===== config.mk =====
export PLATFORM = sky130hd
export DESIGN_NAME = reaction_test_ctrl
export DESIGN_NICKNAME = d
export VERILOG_FILES = /design/src/rtl/reaction_test_ctrl_pkg.sv /design/src/rtl/reaction_test_ctrl_const_divider.sv /design/src/rtl/reaction_test_ctrl.sv
export SDC_FILE = /design/constraint.sdc
export NUM_CORES = 1
export LEC_CHECK = 0
export ABC_AREA = 0
export BUFFER_PORTS_ARGS = -buffer_cell sky130_fd_sc_hd__buf_2
export CAP_MARGIN = 20
export CORE_MARGIN = 10
export CORE_UTILIZATION = 45
export DETAILED_ROUTE_END_ITERATION = 16
export PLACE_DENSITY = 0.62
export SLEW_MARGIN = 10
export SYNTH_ARGS = -nofsm -noshare
export SYNTH_HDL_FRONTEND = slang
export SYNTH_SLANG_ARGS = --single-unit

===== constraint.sdc =====
create_clock -name iClock -period 6.15 [get_ports iClock]
set_input_delay 0.3075 -clock iClock [delete_from_list [all_inputs] [get_ports iClock]]
set_output_delay 0.3075 -clock iClock [all_outputs]
set_load 0.05 [all_outputs]

===== src/rtl/reaction_test_ctrl_pkg.sv =====
// Shared definitions for the reaction-time screen: state encoding (also decoded
// by the display mux), menu screen code and the delay LFSR step.
package reaction_test_ctrl_pkg;

  typedef enum logic [2:0] {
    ST_IDLE  = 3'd0,
    ST_ARMED = 3'd1,
    ST_WAIT  = 3'd2,
    ST_GO    = 3'd3,
    ST_SHOW  = 3'd4,
    ST_EARLY = 3'd5,
    ST_CALC  = 3'd6,
    ST_DONE  = 3'd7
  } rt_state_e;

  localparam logic [1:0] MENU_REACT = 2'b01;

  // 16-bit Fibonacci LFSR, taps 16,14,13,11; never reaches zero from a nonzero seed
  function automatic logic [15:0] lfsr16_next(input logic [15:0] s);
    return {s[14:0], s[15] ^ s[13] ^ s[12] ^ s[10]};
  endfunction

endpackage


===== src/rtl/reaction_test_ctrl_const_divider.sv =====
// Sequential restoring divider by a constant with start/busy/done handshake.
// One quotient bit per cycle; done pulses for one cycle after the last step.
module const_divider #(
  parameter int unsigned DIVIDEND_W = 17,
  parameter int unsigned DIVISOR    = 5,
  parameter int unsigned QUOT_W     = 16
) (
  input  logic                  clk,
  input  logic                  rst,
  input  logic                  start,
  input  logic [DIVIDEND_W-1:0] dividend,
  output logic                  busy,
  output logic                  done,
  output logic [QUOT_W-1:0]     quotient
);

  localparam int unsigned           STEPS = DIVIDEND_W - 1;
  localparam int unsigned           CNT_W = $clog2(STEPS);
  localparam logic [DIVIDEND_W:0]   DIV_C = (DIVIDEND_W + 1)'(DIVISOR);

  logic [DIVIDEND_W-1:0] rem;
  logic [STEPS-1:0]      dq;
  logic [CNT_W-1:0]      cnt;
  logic [DIVIDEND_W:0]   trial;

  assign trial    = {rem, dq[STEPS-1]};
  assign quotient = dq[QUOT_W-1:0];

  always_ff @(posedge clk) begin
    if (rst) begin
      rem  <= '0;
      dq   <= '0;
      cnt  <= '0;
      busy <= 1'b0;
      done <= 1'b0;
    end else begin
      done <= 1'b0;
      if (start) begin
        // Dividend MSB is preloaded as the first partial remainder, saving one
        // step; exact whenever that bit is below DIVISOR (DIVISOR>=2 or MSB=0).
        rem  <= DIVIDEND_W'(dividend[DIVIDEND_W-1]);
        dq   <= dividend[STEPS-1:0];
        cnt  <= '0;
        busy <= 1'b1;
      end else if (busy) begin
        if (trial >= DIV_C) begin
          rem <= DIVIDEND_W'(trial - DIV_C);
          dq  <= {dq[STEPS-2:0], 1'b1};
        end else begin
          rem <= trial[DIVIDEND_W-1:0];
          dq  <= {dq[STEPS-2:0], 1'b0};
        end
        cnt <= cnt + CNT_W'(1);
        if (cnt == CNT_W'(STEPS - 1)) begin
          busy <= 1'b0;
          done <= 1'b1;
        end
      end
    end
  end

endmodule


===== src/rtl/reaction_test_ctrl.sv =====
// Reaction-time benchmark sequencer: random wait, go, latency capture in ms,
// early-press detection and session average over ROUNDS valid rounds.
module reaction_test_ctrl
  import reaction_test_ctrl_pkg::*;
#(
  parameter int unsigned TICKS_PER_MS = 50000,
  parameter int unsigned ROUNDS       = 5,
  parameter int unsigned MIN_DELAY_MS = 1000,
  parameter int unsigned RAND_BITS    = 12,
  parameter int unsigned TIMEOUT_MS   = 9999
) (
  input  logic        iClock,
  input  logic        iReset,
  input  logic        iEnable,
  input  logic        iPress,
  output logic [2:0]  oCurState,
  output logic        oGo,
  output logic        oEarly,
  output logic [2:0]  oRound,
  output logic [13:0] oTimeMs,
  output logic [13:0] oAvgMs,
  output logic        oResultValid,
  output logic        oDone
);

  localparam int unsigned PRESC_W   = (TICKS_PER_MS > 1) ? $clog2(TICKS_PER_MS) : 1;
  localparam logic [PRESC_W-1:0] PRESC_MAX = PRESC_W'(TICKS_PER_MS - 1);
  localparam logic [13:0] TIMEOUT_C = 14'(TIMEOUT_MS);
  localparam logic [2:0]  ROUNDS_C  = 3'(ROUNDS);

  rt_state_e          state, state_nxt;
  logic [15:0]        lfsr;
  logic [PRESC_W-1:0] presc;
  logic [13:0]        ms_cnt;
  logic [13:0]        delay_ms;
  logic [2:0]         round;
  logic [16:0]        sum;
  logic [13:0]        time_ms;
  logic [13:0]        avg_ms;
  logic               result_valid;
  logic               go_q, early_q, done_q;
  logic               div_start, div_busy, div_done;
  logic [13:0]        div_quot;
  logic               timeout, delay_hit, entering;

  assign timeout   = (ms_cnt == TIMEOUT_C);
  assign delay_hit = (ms_cnt == delay_ms);
  assign entering  = (state_nxt != state);
  assign div_start = (state == ST_SHOW) && (state_nxt == ST_CALC);

  always_comb begin
    state_nxt = state;
    if (!iEnable) begin
      state_nxt = ST_IDLE;
    end else begin
      case (state)
        ST_IDLE:  state_nxt = ST_ARMED;
        ST_ARMED: if (iPress) state_nxt = ST_WAIT;
        ST_WAIT:  if (iPress) state_nxt = ST_EARLY;
                  else if (delay_hit) state_nxt = ST_GO;
        ST_GO:    if (iPress || timeout) state_nxt = ST_SHOW;
        ST_SHOW:  if (iPress) state_nxt = (round == ROUNDS_C) ? ST_CALC : ST_WAIT;
        ST_EARLY: if (iPress) state_nxt = ST_WAIT;
        ST_CALC:  if (div_done && !div_busy) state_nxt = ST_DONE;
        ST_DONE:  if (iPress) state_nxt = ST_ARMED;
        default:  state_nxt = ST_IDLE;
      endcase
    end
  end

  always_ff @(posedge iClock) begin
    if (iReset) begin
      state        <= ST_IDLE;
      lfsr         <= 16'hACE1;
      presc        <= '0;
      ms_cnt       <= '0;
      delay_ms     <= '0;
      round        <= '0;
      sum          <= '0;
      time_ms      <= '0;
      avg_ms       <= '0;
      result_valid <= 1'b0;
      go_q         <= 1'b0;
      early_q      <= 1'b0;
      done_q       <= 1'b0;
    end else begin
      state        <= state_nxt;
      lfsr         <= lfsr16_next(lfsr);
      result_valid <= 1'b0;
      go_q         <= (state_nxt == ST_GO);
      early_q      <= (state_nxt == ST_EARLY);
      done_q       <= (state_nxt == ST_DONE);

      // ms timebase restarts on every entry into WAIT or GO
      if (entering && (state_nxt == ST_WAIT || state_nxt == ST_GO)) begin
        presc  <= '0;
        ms_cnt <= '0;
      end else if (state == ST_WAIT || state == ST_GO) begin
        if (presc == PRESC_MAX) begin
          presc  <= '0;
          ms_cnt <= ms_cnt + 14'd1;
        end else begin
          presc <= presc + PRESC_W'(1);
        end
      end

      if (entering && state_nxt == ST_WAIT)
        delay_ms <= 14'(MIN_DELAY_MS) + 14'(lfsr[RAND_BITS-1:0]);

      if (!iEnable) begin
        round   <= '0;
        sum     <= '0;
        time_ms <= '0;
        avg_ms  <= '0;
      end else begin
        case (state)
          ST_ARMED: if (iPress) begin
            round <= 3'd1;
            sum   <= '0;
          end
          ST_GO: if (iPress || timeout) begin
            time_ms      <= iPress ? ms_cnt : TIMEOUT_C;
            sum          <= sum + 17'(iPress ? ms_cnt : TIMEOUT_C);
            result_valid <= 1'b1;
          end
          ST_SHOW: if (iPress && round != ROUNDS_C) round <= round + 3'd1;
          ST_CALC: if (div_done) avg_ms <= div_quot;
          ST_DONE: if (iPress) begin
            round <= '0;
            sum   <= '0;
          end
          default: ;
        endcase
      end
    end
  end

  const_divider #(
    .DIVIDEND_W (17),
    .DIVISOR    (ROUNDS),
    .QUOT_W     (14)
  ) u_div (
    .clk      (iClock),
    .rst      (iReset),
    .start    (div_start),
    .dividend (sum),
    .busy     (div_busy),
    .done     (div_done),
    .quotient (div_quot)
  );

  assign oCurState    = state;
  assign oGo          = go_q;
  assign oEarly       = early_q;
  assign oRound       = round;
  assign oTimeMs      = time_ms;
  assign oAvgMs       = avg_ms;
  assign oResultValid = result_valid;
  assign oDone        = done_q;

endmodule


==> results by group <==
Setup path
  • WP data arrival: 3080 ps
  • Critical Path RT: 6470 ps
  • CP max FO: 35
  • Type of the worst setup path: reg -> reg
  • Worst setup SP type: register
  • Element type at the critical path end: register

Synth
  • Syn Nets: 882
  • Syn Std Cell Area: 7615 um^2
  • Sequential area share after synthesis: 40.22%
  • Syn avg cell area: 8.906 um^2
  • Post-Syn Instances: 855
  • Ys async rst share: 0%
  • Post-synthesis cell type count: 73
  • Yosys warning count: 0
  • Ys flop type: dfxtp_1
  • #FFs+latches synth: 153
  • Post-synth EDFFs: 0

Floorplan
  • Initial Utilization: 45.92%
  • I/O pin cnt: 42
  • Die ar.: 22530 um^2
  • Height of the die: 150.1 um
  • Horiz. Die Dim: 150.1 um
  • Number of placement rows: 47
  • Core footprint: 16580 um^2

Drt
  • # DRC: 0
  • Routed len/inst: 15.20 um
  • Detailed Route WL: 16720 um
  • Vias per inst: 5.323
  • Routed Antenna Nets: 0
  • DR iter-0 viols: 394
  • Vias: 5855
  • Pre-antenna DRT Iters: 5

Final layout
  • Layout cell share with drive strength beyond 1: 14.20%
  • Number of diodes: 0
  • Fillers: 1627
  • Nets@finish: 894
  • Util after Layout: 50.64%
  • Area grow syn2layout: 10.29%

Clock network
  • Setup bufs post-CTS: 0
  • Hold_buf cts: 0
  • Post-cts sizing count: 0
  • H-tree lvl count: 4
  • CTS root buf: clkbuf_16
  • CTS tree: built
  • Clock sinks: 153
  • Worst-path clk slew: 60 ps
  • CTS Buffer Depth: 2
  • CTS buffer count: 17
  • Clock latency on the worst-skew pair: 430 ps

Global route
  • Initial antenna violation count: 0
  • GRT Resource Usage Total: 15.21%
  • Vias in the first global route: 5561
  • Congestion Overflow GR: 0
  • Largest net degree at the start of global routing: 72
  • First-pass GRT wire length: 28010 um

STA
  • Final setup viols: 0
  • Worst slew pin tran: 931.7 ps
  • Pins over their slew limit: 0
  • Unrepaired setup endpoints after global routing: false
  • Rel. slew slack: 37.47%
  • Setup WS post-layout: 3390 ps
  • Layout Skew: 9.243 ps
  • Final min period: 2760 ps
  • Final period util: 44.88%
  • TNS Setup: 0 ps
  • Peak Freq: 362.3 MHz
  • Fin. Hold Viols: 0

Pwr
  • Leakage power: 3.198 nW
  • P per Cell Area: 254.4 nW/um^2
  • Max VDD drop: 0.1948 mV
  • Total power: 0.002136 W

Place
  • PortBufs: 41
  • DP Wirelength: 11520 um
  • Place WS: 2997 ps
  • Final Wtd Congestion: 0.8793

Status
  • Status: complete, no violations

Hold path
  • HP Class: in -> reg

Flow run
  • Max-cap violations: 0
==> layout make-up <==
cell class / count / area [um^2] / area share (%)
clock buffer: 20 / 456.7 / 5.438
clock inverter: 12 / 143.9 / 1.713
inverter: 16 / 60.06 / 0.7151
multi-input combinational: 634 / 4163 / 49.57
sequential: 153 / 3064 / 36.49
tap: 220 / 275.3 / 3.278
timing repair buffer: 45 / 235.2 / 2.801
==> cells in the mapped netlist (21+ instances only) <==
cell	count	area share [%]
xor2_1	44	5.1
a211oi_1	30	3.0
ha_1	22	3.6
xnor2_1	28	3.2
nor3_1	45	3.0
nand2_1	85	4.2
clkbuf_1	26	1.3
a21oi_1	46	3.0
dfxtp_1	153	40
nor2_1	83	4.1
nand3_1	21	1.4
==> path summary, 6_finish.rpt <==
kind	start	end	slack, ps	cells after the start
worst max-delay path	oCurState[1]$_SDFF_PP0_	u_div.rem[2]$_SDFFE_PP0P_	3390	6
worst min register to register	lfsr[14]$_SDFF_PP0_	lfsr[15]$_SDFF_PP1_	410	1
worst min-delay path	iEnable	oCurState[0]$_SDFF_PP0_	280	3
worst max register to register	oCurState[1]$_SDFF_PP0_	u_div.rem[2]$_SDFFE_PP0P_	3390	6
==> cell usage in the layout, fill, tap and decap left out, drive strengths merged, types with 12 or more instances in the layout <==
cell    netlist  final
nor2b        16     16
and3         12     12
nand4        12     12
xnor2        28     28
nand2b       17     17
clkbuf       34     20
a211oi       41     41
mux2i        20     20
inv          16     17
ha           22     22
nor3         45     45
a21oi        48     48
nand3        22     22
nand2        86     86
o21ai        20     20
nor2         84     84
buf          18     45
dfxtp       153    153
xor2         44     44
==> metal layers <==
metal | wire (um) | share of wire [%] | up-vias | track usage [%]
met4 | 185 | 1.1 | 0 | 4.470
li1 | - | - | 3061 | -
met1 | 8157 | 49 | 2695 | 19.89
met3 | 680 | 4.1 | 12 | 3.382
met2 | 7695 | 46 | 87 | 24.56
met5 | 0 | 0 | - | 0
==> report_power, final <==
group | switching (W) | internal, W
logic | 0.0000467 | 0.0000234
clock network | 0.000430 | 0.000624
registers | 0.0000109 | 0.00100
total | 0.000488 | 0.00165
==> state kept, by name, indices dropped and copies added, names as in the netlist <==
name and cells:
oGo 1, u_div.done 1, delay_ms 13, ms_cnt 14, u_div.cnt 4, oRound 3, oEarly 1, u_div.rem 17
oAvgMs 14, oResultValid 1, u_div.dq 16, oCurState 3, sum 17, lfsr 16, presc 16, u_div.busy 1
oDone 1, oTimeMs 14
==> metrics by stage <==
stage	hold WS, ps	instance area [um^2]	cells
after floorplan	389.5	7615	855
after global placement	393.0	7797	1068
after detailed placement	400.5	7797	1068
after CTS	260.7	8398	1100
after global routing	294.9	8398	1100
final	276.9	8398	1100
==> logic make-up after synthesis <==
family / after synthesis / share of synthesized area (%)
compound gates: 169 / 16.35
xor+xnor: 72 / 8.281
fa+ha+maj: 23 / 3.878
buf+inv: 68 / 5.110
flops: 153 / 40.22
mux: 21 / 2.777
simple gates: 349 / 23.38
==> critical path: stages (launching register included) <==
cell      delay, ps
dfxtp_1         750
nor2b_1         570
and2_1          320
a21oi_2         120
nand3_4         380
nand2b_4        250
a311oi_1        270
No activity file was read; power rests on OpenSTA's default activity.
